[src/rtl/filter_sched_if.sv]
`default_nettype none
// ============================================================================
// Module   : filter_sched_if
// Purpose  : Pixel stream, filter-bank fan-out/fan-in and status bundle.
// Revision : 1.0 - initial release
// ============================================================================
interface filter_sched_if #(
  parameter int N_FILTERS = 4
);
  logic                      data_valid_in;
  logic [15:0]               pixel_data_in;
  logic [10:0]               hcount_in;
  logic [9:0]                vcount_in;
  logic [2:0]                sel_in;
  logic                      bypass_in;
  logic [N_FILTERS-1:0]      filt_valid_out;
  logic [15:0]               filt_pixel_out;
  logic [10:0]               filt_hcount_out;
  logic [9:0]                filt_vcount_out;
  logic [N_FILTERS-1:0]      filt_valid_in;
  logic [16*N_FILTERS-1:0]   filt_pixel_in;
  logic [11*N_FILTERS-1:0]   filt_hcount_in;
  logic [10*N_FILTERS-1:0]   filt_vcount_in;
  logic                      data_valid_out;
  logic [15:0]               pixel_data_out;
  logic [10:0]               hcount_out;
  logic [9:0]                vcount_out;
  logic [2:0]                active_sel_out;
  logic                      busy_out;

  modport slave (
    input  data_valid_in, pixel_data_in, hcount_in, vcount_in, sel_in, bypass_in,
    input  filt_valid_in, filt_pixel_in, filt_hcount_in, filt_vcount_in,
    output filt_valid_out, filt_pixel_out, filt_hcount_out, filt_vcount_out,
    output data_valid_out, pixel_data_out, hcount_out, vcount_out,
    output active_sel_out, busy_out
  );

  modport master (
    output data_valid_in, pixel_data_in, hcount_in, vcount_in, sel_in, bypass_in,
    output filt_valid_in, filt_pixel_in, filt_hcount_in, filt_vcount_in,
    input  filt_valid_out, filt_pixel_out, filt_hcount_out, filt_vcount_out,
    input  data_valid_out, pixel_data_out, hcount_out, vcount_out,
    input  active_sel_out, busy_out
  );
endinterface
`default_nettype wire

[src/rtl/filter_sched.sv]
`default_nettype none
// ============================================================================
// Module   : filter_sched
// Purpose  : Frame-synchronous router sharing one pixel stream among N filters.
// Revision : 1.0 - initial release
// ============================================================================
module filter_sched #(
  parameter int N_FILTERS    = 4,
  parameter int DRAIN_CYCLES = 8
) (
  input  wire logic       clk_in,
  input  wire logic       rst_in,
  filter_sched_if.slave   bus
);
  localparam int          CW          = (DRAIN_CYCLES > 1) ? $clog2(DRAIN_CYCLES) : 1;
  localparam logic [2:0]  C_BYP       = 3'(N_FILTERS);
  localparam logic [CW-1:0] C_DRAIN_LAST = CW'(DRAIN_CYCLES - 1);

  typedef enum logic [1:0] {
    S_WAIT   = 2'd0,
    S_RUN    = 2'd1,
    S_SWITCH = 2'd2
  } state_t;

  state_t               r_state, w_state_nxt;
  logic [2:0]           r_active_sel, w_active_nxt;
  logic [2:0]           r_out_sel, w_out_nxt;
  logic [CW-1:0]        r_cnt, w_cnt_nxt;
  logic                 w_route_en;

  logic [N_FILTERS-1:0] r_filt_valid, w_filt_valid;
  logic                 r_byp_valid;
  logic [15:0]          r_fpix;
  logic [10:0]          r_fh;
  logic [9:0]           r_fv;

  logic                 r_dv_out, w_dv;
  logic [15:0]          r_pix_out, w_pix;
  logic [10:0]          r_h_out, w_h;
  logic [9:0]           r_v_out, w_v;

  logic [2:0]           w_req;
  logic                 w_fs;
  logic                 w_route_valid;

  assign w_req = (bus.bypass_in || (bus.sel_in >= C_BYP)) ? C_BYP : bus.sel_in;
  assign w_fs  = bus.data_valid_in && (bus.hcount_in == 11'd0) && (bus.vcount_in == 10'd0);

  always_comb begin
    w_state_nxt  = r_state;
    w_active_nxt = r_active_sel;
    w_out_nxt    = r_out_sel;
    w_cnt_nxt    = r_cnt;
    w_route_en   = 1'b1;
    case (r_state)
      S_WAIT: begin
        w_route_en = w_fs;
        if (w_fs) begin
          w_active_nxt = w_req;
          w_out_nxt    = w_req;
          w_state_nxt  = S_RUN;
        end
      end
      S_RUN: begin
        if (w_fs && (w_req != r_active_sel)) begin
          w_active_nxt = w_req;
          w_cnt_nxt    = C_DRAIN_LAST;
          w_state_nxt  = S_SWITCH;
        end
      end
      S_SWITCH: begin
        // Frame starts seen here are deliberately ignored; the request is
        // re-evaluated at the first frame start back in RUN.
        if (r_cnt == '0) begin
          w_out_nxt   = r_active_sel;
          w_state_nxt = S_RUN;
        end else begin
          w_cnt_nxt = r_cnt - CW'(1);
        end
      end
      default: w_state_nxt = S_WAIT;
    endcase
  end

  // The frame-start pixel is routed with the selection it establishes.
  assign w_route_valid = bus.data_valid_in && w_route_en;

  for (genvar i = 0; i < N_FILTERS; i++) begin : g_route
    assign w_filt_valid[i] = w_route_valid && (w_active_nxt == 3'(i));
  end

  always_comb begin
    w_dv  = r_byp_valid;
    w_pix = r_fpix;
    w_h   = r_fh;
    w_v   = r_fv;
    for (int i = 0; i < N_FILTERS; i++) begin
      if (r_out_sel == 3'(i)) begin
        w_dv  = bus.filt_valid_in[i];
        w_pix = bus.filt_pixel_in[16*i +: 16];
        w_h   = bus.filt_hcount_in[11*i +: 11];
        w_v   = bus.filt_vcount_in[10*i +: 10];
      end
    end
  end

  always_ff @(posedge clk_in) begin
    if (!rst_in) begin
      r_state      <= S_WAIT;
      r_active_sel <= 3'd0;
      r_out_sel    <= 3'd0;
      r_cnt        <= '0;
      r_filt_valid <= '0;
      r_byp_valid  <= 1'b0;
      r_fpix       <= 16'd0;
      r_fh         <= 11'd0;
      r_fv         <= 10'd0;
      r_dv_out     <= 1'b0;
      r_pix_out    <= 16'd0;
      r_h_out      <= 11'd0;
      r_v_out      <= 10'd0;
    end else begin
      r_state      <= w_state_nxt;
      r_active_sel <= w_active_nxt;
      r_out_sel    <= w_out_nxt;
      r_cnt        <= w_cnt_nxt;
      r_filt_valid <= w_filt_valid;
      r_byp_valid  <= w_route_valid && (w_active_nxt == C_BYP);
      r_fpix       <= bus.pixel_data_in;
      r_fh         <= bus.hcount_in;
      r_fv         <= bus.vcount_in;
      if (r_state == S_WAIT) begin
        r_dv_out  <= 1'b0;
        r_pix_out <= 16'd0;
        r_h_out   <= 11'd0;
        r_v_out   <= 10'd0;
      end else begin
        r_dv_out  <= w_dv;
        r_pix_out <= w_pix;
        r_h_out   <= w_h;
        r_v_out   <= w_v;
      end
    end
  end

  assign bus.filt_valid_out  = r_filt_valid;
  assign bus.filt_pixel_out  = r_fpix;
  assign bus.filt_hcount_out = r_fh;
  assign bus.filt_vcount_out = r_fv;
  assign bus.data_valid_out  = r_dv_out;
  assign bus.pixel_data_out  = r_pix_out;
  assign bus.hcount_out      = r_h_out;
  assign bus.vcount_out      = r_v_out;
  assign bus.active_sel_out  = r_active_sel;
  assign bus.busy_out        = (r_state != S_RUN);
endmodule
`default_nettype wire

[src/flat_wrapper.sv]
// flat-port wrapper written by rule: the top's interface ports become plain ports
module filter_sched_flat 
#(
  parameter int N_FILTERS    = 4,
  parameter int DRAIN_CYCLES = 8
)
  (clk_in, rst_in, bus_data_valid_in, bus_pixel_data_in, bus_hcount_in, bus_vcount_in, bus_sel_in, bus_bypass_in, bus_filt_valid_in, bus_filt_pixel_in, bus_filt_hcount_in, bus_filt_vcount_in, bus_filt_valid_out, bus_filt_pixel_out, bus_filt_hcount_out, bus_filt_vcount_out, bus_data_valid_out, bus_pixel_data_out, bus_hcount_out, bus_vcount_out, bus_active_sel_out, bus_busy_out);
  filter_sched_if #(.N_FILTERS(N_FILTERS)) bus_i ();
  input  wire logic clk_in;
  input  wire logic rst_in;
  input wire logic [$bits(bus_i.data_valid_in)-1:0] bus_data_valid_in;
  input wire logic [$bits(bus_i.pixel_data_in)-1:0] bus_pixel_data_in;
  input wire logic [$bits(bus_i.hcount_in)-1:0] bus_hcount_in;
  input wire logic [$bits(bus_i.vcount_in)-1:0] bus_vcount_in;
  input wire logic [$bits(bus_i.sel_in)-1:0] bus_sel_in;
  input wire logic [$bits(bus_i.bypass_in)-1:0] bus_bypass_in;
  input wire logic [$bits(bus_i.filt_valid_in)-1:0] bus_filt_valid_in;
  input wire logic [$bits(bus_i.filt_pixel_in)-1:0] bus_filt_pixel_in;
  input wire logic [$bits(bus_i.filt_hcount_in)-1:0] bus_filt_hcount_in;
  input wire logic [$bits(bus_i.filt_vcount_in)-1:0] bus_filt_vcount_in;
  output wire logic [$bits(bus_i.filt_valid_out)-1:0] bus_filt_valid_out;
  output wire logic [$bits(bus_i.filt_pixel_out)-1:0] bus_filt_pixel_out;
  output wire logic [$bits(bus_i.filt_hcount_out)-1:0] bus_filt_hcount_out;
  output wire logic [$bits(bus_i.filt_vcount_out)-1:0] bus_filt_vcount_out;
  output wire logic [$bits(bus_i.data_valid_out)-1:0] bus_data_valid_out;
  output wire logic [$bits(bus_i.pixel_data_out)-1:0] bus_pixel_data_out;
  output wire logic [$bits(bus_i.hcount_out)-1:0] bus_hcount_out;
  output wire logic [$bits(bus_i.vcount_out)-1:0] bus_vcount_out;
  output wire logic [$bits(bus_i.active_sel_out)-1:0] bus_active_sel_out;
  output wire logic [$bits(bus_i.busy_out)-1:0] bus_busy_out;
  assign bus_i.data_valid_in = bus_data_valid_in;
  assign bus_i.pixel_data_in = bus_pixel_data_in;
  assign bus_i.hcount_in = bus_hcount_in;
  assign bus_i.vcount_in = bus_vcount_in;
  assign bus_i.sel_in = bus_sel_in;
  assign bus_i.bypass_in = bus_bypass_in;
  assign bus_i.filt_valid_in = bus_filt_valid_in;
  assign bus_i.filt_pixel_in = bus_filt_pixel_in;
  assign bus_i.filt_hcount_in = bus_filt_hcount_in;
  assign bus_i.filt_vcount_in = bus_filt_vcount_in;
  assign bus_filt_valid_out = bus_i.filt_valid_out;
  assign bus_filt_pixel_out = bus_i.filt_pixel_out;
  assign bus_filt_hcount_out = bus_i.filt_hcount_out;
  assign bus_filt_vcount_out = bus_i.filt_vcount_out;
  assign bus_data_valid_out = bus_i.data_valid_out;
  assign bus_pixel_data_out = bus_i.pixel_data_out;
  assign bus_hcount_out = bus_i.hcount_out;
  assign bus_vcount_out = bus_i.vcount_out;
  assign bus_active_sel_out = bus_i.active_sel_out;
  assign bus_busy_out = bus_i.busy_out;
  filter_sched #(.N_FILTERS(N_FILTERS), .DRAIN_CYCLES(DRAIN_CYCLES)) u_core (.clk_in(clk_in), .rst_in(rst_in), .bus(bus_i));
endmodule
[config.mk]
export PLATFORM = sky130hd
export DESIGN_NAME = filter_sched_flat
export DESIGN_NICKNAME = d
export VERILOG_FILES = /design/src/rtl/filter_sched_if.sv /design/src/rtl/filter_sched.sv /design/src/flat_wrapper.sv
export SDC_FILE = /design/constraint.sdc
export NUM_CORES = 1
export LEC_CHECK = 0
export ABC_AREA = 1
export CORE_UTILIZATION = 37
export CTS_CLUSTER_DIAMETER = 100
export DETAILED_ROUTE_END_ITERATION = 7
export PLACE_DENSITY = 0.91
export REMOVE_ABC_BUFFERS = 1
export SLEW_MARGIN = 20
export SYNTH_ARGS = -nofsm -noshare
export SYNTH_HDL_FRONTEND = slang
export SYNTH_SLANG_ARGS = --single-unit
[constraint.sdc]
create_clock -name clk_in -period 2.1 [get_ports clk_in]
set_clock_uncertainty 0.2 [all_clocks]
set_input_delay 0.21 -clock clk_in [delete_from_list [all_inputs] [get_ports clk_in]]
set_output_delay 0.21 -clock clk_in [all_outputs]
set_load 0.05 [all_outputs]
## After elaboration in Yosys (flattened, before gate mapping)

Index checks and enable logic that the tools add are counted.
Widths: inputs -> output; s select.

| word-level totals | value |
|---|---|
| output and inout bits | 83 |
| bits in registers | 91 |
| input port bits | 196 |

| cells by class | value |
|---|---|
| order comparisons | 1 |
| reductions and logical operators | 22 |
| add/sub/neg operators | 1 |
| multiplexer cells | 31 |
| bitwise operators | 1 |
| equality and inequality tests | 15 |

Operator list:

| kind | number |
|---|---|
| $mux 16 | 4 |
| $mux 11 | 4 |
| $mux 10 | 4 |
| $mux 3 | 7 |
| $pmux 3 s2 | 3 |
| $eq 3x2->1 const B | 4 |
| $logic_not 11->1 | 1 |
| $logic_not 10->1 | 1 |
| $logic_and 1x1->1 | 9 |
| $logic_not 3->1 | 3 |
| $reduce_and 3->1 | 3 |
| $ne 2x1->1 const B | 4 |
| $eq 3x1->1 const B | 2 |
| $mux 2 | 3 |
| $pmux 2 s3 | 1 |
| $mux 1 | 5 |
| $reduce_bool 2->1 | 2 |
| $eq 3x3->1 const B | 1 |
| $ge 3x3->1 const B | 1 |
| $ne 3x3->1 | 1 |
| $sub 3x1->3 const B | 1 |
| $eq 2x1->1 const B | 1 |
| $eq 2x2->1 const B | 1 |
| $logic_not 2->1 | 1 |
| other kinds (4) | 4 |

## Longest topological paths before layout

Gate-level depths: netlist of the first run.

| logic depth | value |
|---|---|
| word-level depth | 9 |
| depth in mapped cells | 12 |
| gate-level depth less buffers | 12 |

## Worst setup path after synthesis of the first run

OpenSTA, ideal clock, no wires.

| timing path | value |
|---|---|
| path type | reg2reg |
| from | register u_core.r_active_sel[1] (netlist: u_core.bus.active_sel_out[1]) |
| to | register u_core.r_filt_valid[2] (netlist: u_core.bus.filt_valid_out[2]) |
| arrival | 1.478 ns |
| stages on the path, launching flop included | 12 |
| slack | 0.308 ns |
| library setup time | 0.114 ns |
| cells stage by stage | dfxtp_1 -> inv_1 -> nand3_1 -> nand2_1 -> nor2_1 -> nand3_1 -> nand2_1 -> nand2_1 -> nand2_1 -> inv_2 -> nand2_1 -> nor2_1 |

| between the ends | value |
|---|---|
| cells in the longest elaborated chain, start to end | 6 |
| elaborated cells between the ends (all ways) | 7 |
| those cells by class | eq/ne: 2; mux: 3; reduce/logical: 2 |

RTL lines:

| item | RTL line | RTL |
|---|---|---|
| start: declaration | filter_sched.sv:26 | `logic [2:0] r_active_sel, w_active_nxt;` |
| start signal: assignment | filter_sched.sv:124 | `r_active_sel <= w_active_nxt;` |
| $ne 3x3->1 | filter_sched.sv:65 | `if (w_fs && (w_req != r_active_sel)) begin` |
| $logic_and 1x1->1 | filter_sched.sv:65 |  |
| $mux 3 | filter_sched.sv:65 |  |
| $pmux 3 s2 (*) | filter_sched.sv:55 | `case (r_state)` |
| $eq 3x2->1 (*) | filter_sched.sv:89 | `assign w_filt_valid[i] = w_route_valid && (w_active_nxt == 3'(i));` |
| $logic_and 1x1->1 (*) | filter_sched.sv:89 |  |
| end signal: assignment | filter_sched.sv:127 | `r_filt_valid <= w_filt_valid;` |
| end: declaration | filter_sched.sv:31 | `logic [N_FILTERS-1:0] r_filt_valid, w_filt_valid;` |

Every way passes the cells marked *; elsewhere a longest branch is shown, timed or not.
A chain may end at the register's enable or synchronous reset.

## Worst setup path after layout of the first run

| timing path | value |
|---|---|
| from | register u_core.r_active_sel[1] (netlist: u_core.bus.active_sel_out[1]) |
| to | output bus_active_sel_out[1] |

RTL lines:

| item | RTL line | RTL |
|---|---|---|
| end: declaration | flat_wrapper.sv:29 | `output wire logic [$bits(bus_i.active_sel_out)-1:0] bus_active_sel_out;` |

No word-level cell between the ends.

==> results of run 1 <==
==> worst max path at each step <==
stage / from / endpoint / slack (ps) / cells past startpoint
finish: u_core.bus.active_sel_out[1] / bus_active_sel_out[1] / 90 / 1
global route: u_core.bus.active_sel_out[0] / bus_active_sel_out[0] / 50 / 1
CTS: u_core.bus.active_sel_out[0] / bus_active_sel_out[0] / 90 / 1
detailed placement: bus_hcount_in[5] / u_core.bus.filt_valid_out[2] / -40 / 12
global placement: bus_data_valid_in / u_core.bus.filt_valid_out[2] / 40 / 13
floorplan: u_core.r_out_sel[0] / u_core.bus.vcount_out[0] / -1480 / 6
==> routing by layer <==
metal	global-route usage [%]	share of wire (%)	wire length, um	up-vias
li1	-	-	-	2639
met1	31.29	40	6689	2334
met2	46.90	48	8052	255
met3	6.283	8.5	1418	38
met4	12.95	3.2	527	0
met5	0	0	0	-
==> cells in the mapped netlist, drive strengths merged <==
cell type / instances / area share (%)
a21oi: 44 / 5.1
a31oi: 7 / 1.0
buf: 24 / 3.0
clkbuf: 21 / 1.8
dfxtp: 91 / 42
ha: 2 / 0.58
inv: 61 / 5.3
nand2: 148 / 13
nand3: 91 / 11
nand4: 4 / 0.58
nor2: 35 / 3.2
nor3: 1 / 0.23
o211ai: 8 / 1.4
o21ai: 99 / 12
or2: 1 / 0.15
==> flip-flops by register name, summed over array words and instances (netlist names), 3 cells and up <==
| register | cells |
|---|---|
| u_core.bus.filt_pixel_out | 16 |
| u_core.bus.pixel_data_out | 16 |
| u_core.bus.filt_hcount_out | 11 |
| u_core.bus.hcount_out | 11 |
| u_core.bus.filt_vcount_out | 10 |
| u_core.bus.vcount_out | 10 |
| u_core.bus.filt_valid_out | 4 |
| u_core.bus.active_sel_out | 3 |
| u_core.r_cnt | 3 |
| u_core.r_out_sel | 3 |
==> stage by stage <==
stage | TNS, ps | instances
5_1_grt | 0 | 1049
2_1_floorplan | -53730 | 592
6_report | 0 | 1049
4_1_cts | 0 | 1049
3_5_place_dp | -118.7 | 1032
3_3_place_gp | 0 | 1032
==> final cells by class <==
class / count / area (um2) / share of cell area [%]
inverters: 61 / 229.0 / 3.033
flip-flops and latches: 91 / 1822 / 24.13
multi-input cells: 440 / 2056 / 27.23
clock buffers: 11 / 242.7 / 3.215
clock inverters: 5 / 52.55 / 0.6961
repair buffers: 301 / 2973 / 39.38
well taps: 140 / 175.2 / 2.320
==> logic make-up after synthesis <==
| group | Yosys count | synth area share [%] |
|---|---|---|
| AO/OA/AOI/OAI | 158 | 19.07 |
| adder cells (fa/ha/maj) | 2 | 0.5821 |
| buffers and inverters | 106 | 10.13 |
| flip-flops | 91 | 42.39 |
| AND/OR/NAND/NOR | 280 | 27.83 |
==> report_power, final <==
group	internal (W)	switching [W]	total (W)	leakage [nW]
sequential	0.00180	0.0000371	0.00183	0.745
combinational	0.000718	0.000817	0.00153	2.42
clock	0.000949	0.000661	0.00161	0.145
==> results.sh, run 1 <==
export IMPL_status="finished clean"
export IMPL_regToRegSetupSlack_ps=250
export IMPL_grt_setup_unrepaired="no"
export IMPL_cts_root_buffer="sky130_fd_sc_hd__clkbuf_16"
export IMPL_setup_repair_bufs_after_cts=0
export IMPL_cts_tree="built"
export IMPL_final_max_slew_viol_count=0
export IMPL_start_util_pct=38.80
export IMPL_cp_max_fo=4
export IMPL_syn_mean_instance_area_um2=6.747
export IMPL_cts_hold_buf=1
export IMPL_power_ir_vdd_worst_uv=490.9
export IMPL_min_delay_start="bus_pixel_data_in[0]"
export IMPL_avgRoutedWirePerCell_um=15.91
export IMPL_crit_slowest_cell="sky130_fd_sc_hd__clkdlybuf4s50_1"
export IMPL_power_density_mw_per_mm2=659.5
export IMPL_final_cell_mix="275 x sky130_fd_sc_hd__clkdlybuf4s50_1, 144 x sky130_fd_sc_hd__nand2_1, 91 x sky130_fd_sc_hd__nand3_1, 91 x sky130_fd_sc_hd__dfxtp_1, 60 x sky130_fd_sc_hd__o21ai_1"
export IMPL_die_height_um=109.8
export IMPL_floorplan_rows=38
export IMPL_synth_area_mm2=0.004298
export IMPL_finalPower_w=0.004979
export IMPL_grtUsageTotal_pct=27.04
export IMPL_drt_iter0_drc=296
export IMPL_cts_made_buffers=9
export IMPL_die_width_um=109.8
export IMPL_final_layout_size_suffix_gt1_share_pct=6.051
export IMPL_antenna_left=0
export IMPL_crit_required_ps=1690
export IMPL_worst_r2r_path_depth=7
export IMPL_worstMarginPinSlew_ps=576.8
export IMPL_ys_seq_area_share_pct=42.39
export IMPL_synth_yosys_warnings=0
export IMPL_cts_root_to_sink_buffers=2
export IMPL_netlist_cell_type_count=21
export IMPL_drtPass1Iterations=5
export IMPL_antenna_cells_inserted=0
export IMPL_finalNetCount=1102
export IMPL_timing_max_slew_rel_slack_pct=61.42
export IMPL_layout_filler_cells=922
export IMPL_cts_sinks=91
export IMPL_cp_top_family="buffers and inverters"
export IMPL_postSynthCellCount=637
export IMPL_post_route_period_util_pct=95.78
export IMPL_setup_ws_ps=88.56
export IMPL_layout_cell_area_excl_fill_mm2=0.007550
export IMPL_min_path_type="in2reg"
export IMPL_crit_arrival_ps=1600
export IMPL_hpwl_after_detailed_placement_um=12920
export IMPL_preCtsSetupSlack_ps=-44.66
export IMPL_fmaxAchievable_ghz=0.4972
export IMPL_grt_first_pass_wirelength_um=24460
export IMPL_numPortBuffers=278
export IMPL_fp_coreArea_mm2=0.01108
export IMPL_crit_reg2reg_capture="u_core.bus.pixel_data_out[14]"
export IMPL_timing_critical_path_buf_inv=1
export IMPL_final_hold_worst_slack_ps=203.6
export IMPL_worstHoldPathCells=3
export IMPL_layout_cells_most_common="sky130_fd_sc_hd__clkdlybuf4s50_1"
export IMPL_post_route_util_pct=68.15
export IMPL_timing_critical_path_to_type="primary output"
export IMPL_placed_area_mm2=0.007244
export IMPL_maxCapViolCount=0
export IMPL_final_setup_viol_count=0
export IMPL_residual_overflow_from_global_routing=0
export IMPL_detailed_route_wl_um=16690
export IMPL_area_delta_synth_final_pct=75.66
export IMPL_htree_num_levels=3
export IMPL_worst_r2r_startpoint="u_core.r_out_sel[2]"
export IMPL_cts_repair_resize_count=0
export IMPL_hold_violations=0
export IMPL_routabilityCongestion=0.9665
export IMPL_design_die_area_mm2=0.01205
export IMPL_drt_drc_violations_left=0
export IMPL_ys_seq_elements=91
export IMPL_criticalPathCategory="reg2out"
export IMPL_worstHoldEndpoint="u_core.bus.filt_pixel_out[0]"
export IMPL_p_leak_nw=3.314
export IMPL_vias=5266
export IMPL_antenna_violations_before_repair=0
export IMPL_insertion_delay_to_the_later_sink_of_the_worst_skew_pair_ps=330
export IMPL_largest_net_degree_at_the_start_of_global_routing=40
export IMPL_first_global_vias=4937
export IMPL_final_period_minus_worst_setup_slack_ps=2011
export IMPL_clk_transition_reported_paths_ps=60
export IMPL_startpoint_type="register"
export IMPL_boundaryPins=279
export IMPL_route_detailed_vias_per_inst=5.020
export IMPL_crit_path_cell_trace="clkdlybuf4s50_1"
export IMPL_maximum_single_stage_delay_on_the_critical_path_ps=840
(Power assumes the default switching activity.)
==> inputs of run 2 (changes only) <==
--- a/config.mk
+++ b/config.mk
@@ -6,6 +6,7 @@
 export NUM_CORES = 1
 export LEC_CHECK = 0
 export ABC_AREA = 1
+export CORE_MARGIN = 3
 export CORE_UTILIZATION = 37
 export CTS_CLUSTER_DIAMETER = 100
 export DETAILED_ROUTE_END_ITERATION = 7
@@ -15,3 +16,4 @@
 export SYNTH_ARGS = -nofsm -noshare
 export SYNTH_HDL_FRONTEND = slang
 export SYNTH_SLANG_ARGS = --single-unit
+export TNS_END_PERCENT = 100
==> run 2 against run 1 <==
Against the previous run:
- global-route usage down 0.57 points
- highest routed layer unchanged
- clock power grew 7%
- die area grew 7.4%
- sequential share of layout area about the same
- non-clock buffer count shrank 8
- worst setup slack worse by 17 ps
- flip-flop and latch count is the same
- critical path depth did not move
- routed wire length is 5.2% higher
- via count increased by 1.4%
==> results.sh, run 2 (synthesis results as in run 1) <==
export IMPL_status="finished clean"
export IMPL_p_int_w=0.003557
export IMPL_start_util_pct=38.80
export IMPL_antenna_cells_inserted=0
export IMPL_drt_drc_violations_left=0
export IMPL_crit_required_ps=1690
export IMPL_post_route_period_util_pct=96.57
export IMPL_fp_coreArea_mm2=0.01108
export IMPL_cts_made_buffers=9
export IMPL_largest_net_degree_at_the_start_of_global_routing=73
export IMPL_timing_critical_path_buf_inv=1
export IMPL_cp_max_fo=4
export IMPL_crit_slowest_cell="sky130_fd_sc_hd__clkdlybuf4s50_1"
export IMPL_startpoint_type="register"
export IMPL_insertion_delay_to_the_later_sink_of_the_worst_skew_pair_ps=330
export IMPL_clk_transition_reported_paths_ps=60
export IMPL_final_setup_viol_count=0
export IMPL_final_cell_mix="276 x sky130_fd_sc_hd__clkdlybuf4s50_1, 143 x sky130_fd_sc_hd__nand2_1, 91 x sky130_fd_sc_hd__nand3_1, 91 x sky130_fd_sc_hd__dfxtp_1, 60 x sky130_fd_sc_hd__o21ai_1"
export IMPL_placed_cells=1025
export IMPL_vias=5340
export IMPL_crit_arrival_ps=1620
export IMPL_grt_first_pass_wirelength_um=26720
export IMPL_worst_r2r_path_depth=9
export IMPL_first_global_vias=5135
export IMPL_cts_root_buffer="sky130_fd_sc_hd__clkbuf_16"
export IMPL_final_period_minus_worst_setup_slack_ps=2028
export IMPL_setup_repair_bufs_after_cts=0
export IMPL_maximum_single_stage_delay_on_the_critical_path_ps=850
export IMPL_avgRoutedWirePerCell_um=16.86
export IMPL_fmaxAchievable_ghz=0.4931
export IMPL_maxCapViolCount=0
export IMPL_area_delta_synth_final_pct=76.01
export IMPL_final_max_slew_viol_count=0
export IMPL_design_die_area_mm2=0.01294
export IMPL_p_leak_nw=3.294
export IMPL_power_ir_vdd_worst_uv=369.4
export IMPL_crit_path_cell_trace="clkdlybuf4s50_1"
export IMPL_power_share_clock_pct=33.8
export IMPL_die_width_um=113.8
export IMPL_hold_violations=0
export IMPL_finalNetCount=1094
export IMPL_cts_hold_buf=0
export IMPL_antenna_left=0
export IMPL_worstHoldPathCells=3
export IMPL_layout_cells_most_common="sky130_fd_sc_hd__clkdlybuf4s50_1"
export IMPL_criticalPathCategory="reg2out"
export IMPL_antenna_violations_before_repair=0
export IMPL_cts_repair_resize_count=0
export IMPL_comb_power_share_pct=30.2
export IMPL_worstMarginPinSlew_ps=568.8
export IMPL_drt_iter0_drc=373
export IMPL_boundaryPins=279
export IMPL_route_detailed_vias_per_inst=5.130
export IMPL_final_layout_size_suffix_gt1_share_pct=5.438
export IMPL_layout_cell_area_excl_fill_mm2=0.007565
export IMPL_timing_max_slew_rel_slack_pct=61.96
export IMPL_cp_top_family="buffers and inverters"
export IMPL_power_net_switching_w=0.001543
export IMPL_final_hold_worst_slack_ps=8.705
export IMPL_floorplan_rows=38
export IMPL_cts_sinks=91
export IMPL_routabilityCongestion=0.9495
export IMPL_switching_part_of_the_total_pct=30.26
export IMPL_power_density_mw_per_mm2=674.2
export IMPL_timing_critical_path_to_type="primary output"
export IMPL_grt_setup_unrepaired="no"
export IMPL_detailed_route_wl_um=17550
export IMPL_share_seq_of_total_power_pct=36.0
export IMPL_htree_num_levels=3
export IMPL_cp_num_cells=1
export IMPL_residual_overflow_from_global_routing=0
export IMPL_stdcell_count=1041
export IMPL_hpwl_after_detailed_placement_um=13130
export IMPL_die_height_um=113.8
export IMPL_numPortBuffers=278
export IMPL_placed_area_mm2=0.007247
export IMPL_drtPass1Iterations=5
export IMPL_min_path_type="in2reg"
export IMPL_cts_root_to_sink_buffers=2
export IMPL_cts_tree="built"
export IMPL_grtUsageTotal_pct=26.47
## run 2: power by group through the flow
stage	Combinational (W)	Sequential [W]	Clock (W)
floorplan	0.000560	0.00209	0
global placement	0.00150	0.00187	0
detailed placement	0.00153	0.00188	0
CTS	0.00154	0.00184	0.00175
global route	0.00167	0.00184	0.00183
finish	0.00154	0.00184	0.00172
## run 2: per-stage QoR
stage	total power, W	TNS [ps]	setup slack (ps)	utilization, %
4_1_cts	0.005120	0	65.59	68.29
3_3_place_gp	0.003378	-43.66	-22.41	65.42
5_1_grt	0.005347	0	22.10	68.29
6_report	0.005100	0	71.97	68.29
3_5_place_dp	0.003405	-138.0	-43.11	65.42
2_1_floorplan	0.002650	-53730	-1477	-
## run 2: layout make-up
| class | count | area [um2] |
|---|---|---|
| Fill cell | 900 | 3513 |
| Timing Repair Buffer | 293 | 2963 |
| Multi-Input combinational cell | 440 | 2058 |
| Sequential cell | 91 | 1822 |
| Inverter | 61 | 229.0 |
| Clock buffer | 9 | 225.2 |
| Tap cell | 140 | 175.2 |
| Clock inverter | 7 | 92.59 |
## run 2: path summary, 6_finish.rpt
| path | startpoint | end | slack, ps |
|---|---|---|---|
| max | u_core.bus.active_sel_out[1] | bus_active_sel_out[1] | 70 |
| min | rst_in | u_core.bus.active_sel_out[0] | 9 |
| max reg2reg | u_core.r_out_sel[0] | u_core.bus.hcount_out[4] | 350 |
| min reg2reg | u_core.r_out_sel[0] | u_core.r_out_sel[0] | 330 |
## run 2: layer usage
metal  part of all wire (%)  GRT usage (%)  vias up
li1                       -              -     2618
met1                     39          30.89     2374
met5                      0              0        -
met2                     49          46.25      297
met3                    8.8          6.578       51
met4                    3.5          11.01        0
==> inputs of run 3 (changes only) <==
--- a/config.mk
+++ b/config.mk
@@ -6,6 +6,7 @@
 export NUM_CORES = 1
 export LEC_CHECK = 0
 export ABC_AREA = 1
+export CAP_MARGIN = 20
 export CORE_MARGIN = 3
 export CORE_UTILIZATION = 37
 export CTS_CLUSTER_DIAMETER = 100
==> constraint.sdc (replaced) <==
create_clock -name clk_in -period 2.1 [get_ports clk_in]
set_clock_uncertainty 0.2 [all_clocks]
set_input_delay 0.315 -clock clk_in [delete_from_list [all_inputs] [get_ports clk_in]]
set_output_delay 0.315 -clock clk_in [all_outputs]
set_load 0.05 [all_outputs]
==> run 3 against run 2 <==
Against the previous run:
- critical path type unchanged
- worst hold slack gained 110 ps
- clock power shrank 11%
- routed wire length shrank 1.6%
- total power shrank 3.6%
- sequential power is essentially flat
==> results.sh, run 3 (synthesis results as in run 1) <==
export IMPL_cts_repair_resize_count=0
export IMPL_vias=5296
export IMPL_route_met2_wl_um=8480
export IMPL_cts_root_to_sink_buffers=2
export IMPL_cts_tree="built"
export IMPL_critPathLaunch="u_core.bus.filt_vcount_out[1]"
export IMPL_crit_slowest_cell="sky130_fd_sc_hd__clkdlybuf4s50_1"
export IMPL_routed_top_layer="met4"
export IMPL_design_die_area_mm2=0.01294
export IMPL_layout_cells_most_common="sky130_fd_sc_hd__clkdlybuf4s50_1"
export IMPL_crit_required_ps=1580
export IMPL_final_hold_worst_slack_ps=115.2
export IMPL_boundaryPins=279
export IMPL_final_setup_viol_count=0
export IMPL_setup_repair_bufs_after_cts=0
export IMPL_drt_drc_violations_left=0
export IMPL_power_density_mw_per_mm2=651.8
export IMPL_insertion_delay_to_the_later_sink_of_the_worst_skew_pair_ps=330
export IMPL_largest_net_degree_at_the_start_of_global_routing=73
export IMPL_drt_iter0_drc=386
export IMPL_hpwl_after_detailed_placement_um=13030
export IMPL_first_global_vias=5035
export IMPL_cp_max_fo=2
export IMPL_post_route_period_util_pct=97.66
export IMPL_htree_num_levels=3
export IMPL_timing_max_slew_rel_slack_pct=61.67
export IMPL_die_width_um=113.8
export IMPL_numPortBuffers=278
export IMPL_fp_coreArea_mm2=0.01108
export IMPL_post_route_util_pct=68.09
export IMPL_grtUsageTotal_pct=25.62
export IMPL_final_max_slew_viol_count=0
export IMPL_criticalPathCategory="reg2out"
export IMPL_antenna_left=0
export IMPL_antenna_cells_inserted=0
export IMPL_cts_sinks=91
export IMPL_avgRoutedWirePerCell_um=16.51
export IMPL_startpoint_type="register"
export IMPL_maxCapViolCount=0
export IMPL_timing_critical_path_buf_inv=1
export IMPL_timing_critical_path_to_type="primary output"
export IMPL_area_delta_synth_final_pct=75.52
export IMPL_final_setup_tns_ps=0
export IMPL_final_period_minus_worst_setup_slack_ps=2051
export IMPL_cts_made_buffers=9
export IMPL_cp_top_family="buffers and inverters"
export IMPL_m1WireLength_um=6862
export IMPL_drtPass1Iterations=5
export IMPL_cts_hold_buf=0
export IMPL_start_util_pct=38.80
export IMPL_routabilityCongestion=0.9261
export IMPL_finalPower_w=0.004917
export IMPL_met3RoutedLength_um=1508
export IMPL_fmaxAchievable_ghz=0.4876
export IMPL_grt_first_pass_wirelength_um=26190
export IMPL_detailed_route_wl_um=17270
export IMPL_worst_r2r_startpoint="u_core.r_out_sel[0]"
export IMPL_route_detailed_vias_per_inst=5.063
export IMPL_crit_path_cell_trace="clkdlybuf4s50_1"
export IMPL_finalNetCount=1099
export IMPL_maximum_single_stage_delay_on_the_critical_path_ps=850
export IMPL_min_path_type="in2reg"
export IMPL_hold_violations=0
export IMPL_antenna_violations_before_repair=0
export IMPL_final_layout_size_suffix_gt1_share_pct=6.402
export IMPL_crit_arrival_ps=1540
export IMPL_cts_root_buffer="sky130_fd_sc_hd__clkbuf_16"
export IMPL_grt_setup_unrepaired="no"
export IMPL_die_height_um=113.8
export IMPL_residual_overflow_from_global_routing=0
export IMPL_p_leak_nw=3.331
export IMPL_clk_transition_reported_paths_ps=70
export IMPL_floorplan_rows=38
export IMPL_final_cell_mix="270 x sky130_fd_sc_hd__clkdlybuf4s50_1, 143 x sky130_fd_sc_hd__nand2_1, 91 x sky130_fd_sc_hd__nand3_1, 91 x sky130_fd_sc_hd__dfxtp_1, 60 x sky130_fd_sc_hd__o21ai_1"
export IMPL_power_ir_vdd_worst_uv=376.0
export IMPL_worstMarginPinSlew_ps=573.1
export IMPL_min_delay_start="rst_in"
export IMPL_status="finished clean"
[run 3: changes by cell type in the layout (fill, tap and decap cells not counted)]
cell and delta:
sky130_fd_sc_hd__dlymetal6s2s_1 +1, sky130_fd_sc_hd__clkbuf_8 +2, sky130_fd_sc_hd__clkdlybuf4s50_1 -6, sky130_fd_sc_hd__clkinvlp_4 -1
sky130_fd_sc_hd__bufinv_16 -2, sky130_fd_sc_hd__buf_4 +11, sky130_fd_sc_hd__clkbuf_1 +1, sky130_fd_sc_hd__buf_12 -1
[run 3: cell type report]
type	instances	area, um2
clock buffers	12	256.5
clock inverters	4	25.02
fillers	912	3535
inverters	61	229.0
multi-input cells	440	2058
flip-flops and latches	91	1822
well taps	140	175.2
repair buffers	298	2978
[run 3: path summary, 6_finish.rpt]
path	end	slack (ps)	cells past startpoint
setup / recovery	bus_filt_vcount_out[1]	50	1
setup reg to reg	u_core.bus.vcount_out[3]	380	9
hold reg to reg	u_core.r_out_sel[0]	330	2
hold / removal	u_core.bus.active_sel_out[1]	120	3
[run 3: stage by stage]
stage          std cells  worst slack (ps)  area (um2)
6_report            1046             49.14        7543
4_1_cts             1046             19.77        7541
3_3_place_gp        1030            -123.6        7259
3_5_place_dp        1030            -167.4        7259
5_1_grt             1046             12.08        7543
2_1_floorplan        592             -1477        4091
[run 3: layer usage]
| metal | global-route usage [%] | up-vias |
|---|---|---|
| met5 | 0 | - |
| met4 | 8.076 | 0 |
| met3 | 6.313 | 32 |
| met2 | 44.52 | 265 |
| met1 | 31.19 | 2365 |
| li1 | - | 2634 |
[run 3: report_power, final]
| part | switching, W | internal (W) | leakage [nW] | total (W) |
|---|---|---|---|---|
| clock network | 0.000668 | 0.000864 | 0.135 | 0.00153 |
| registers | 0.0000393 | 0.00180 | 0.745 | 0.00184 |
| logic | 0.000824 | 0.000725 | 2.45 | 0.00155 |
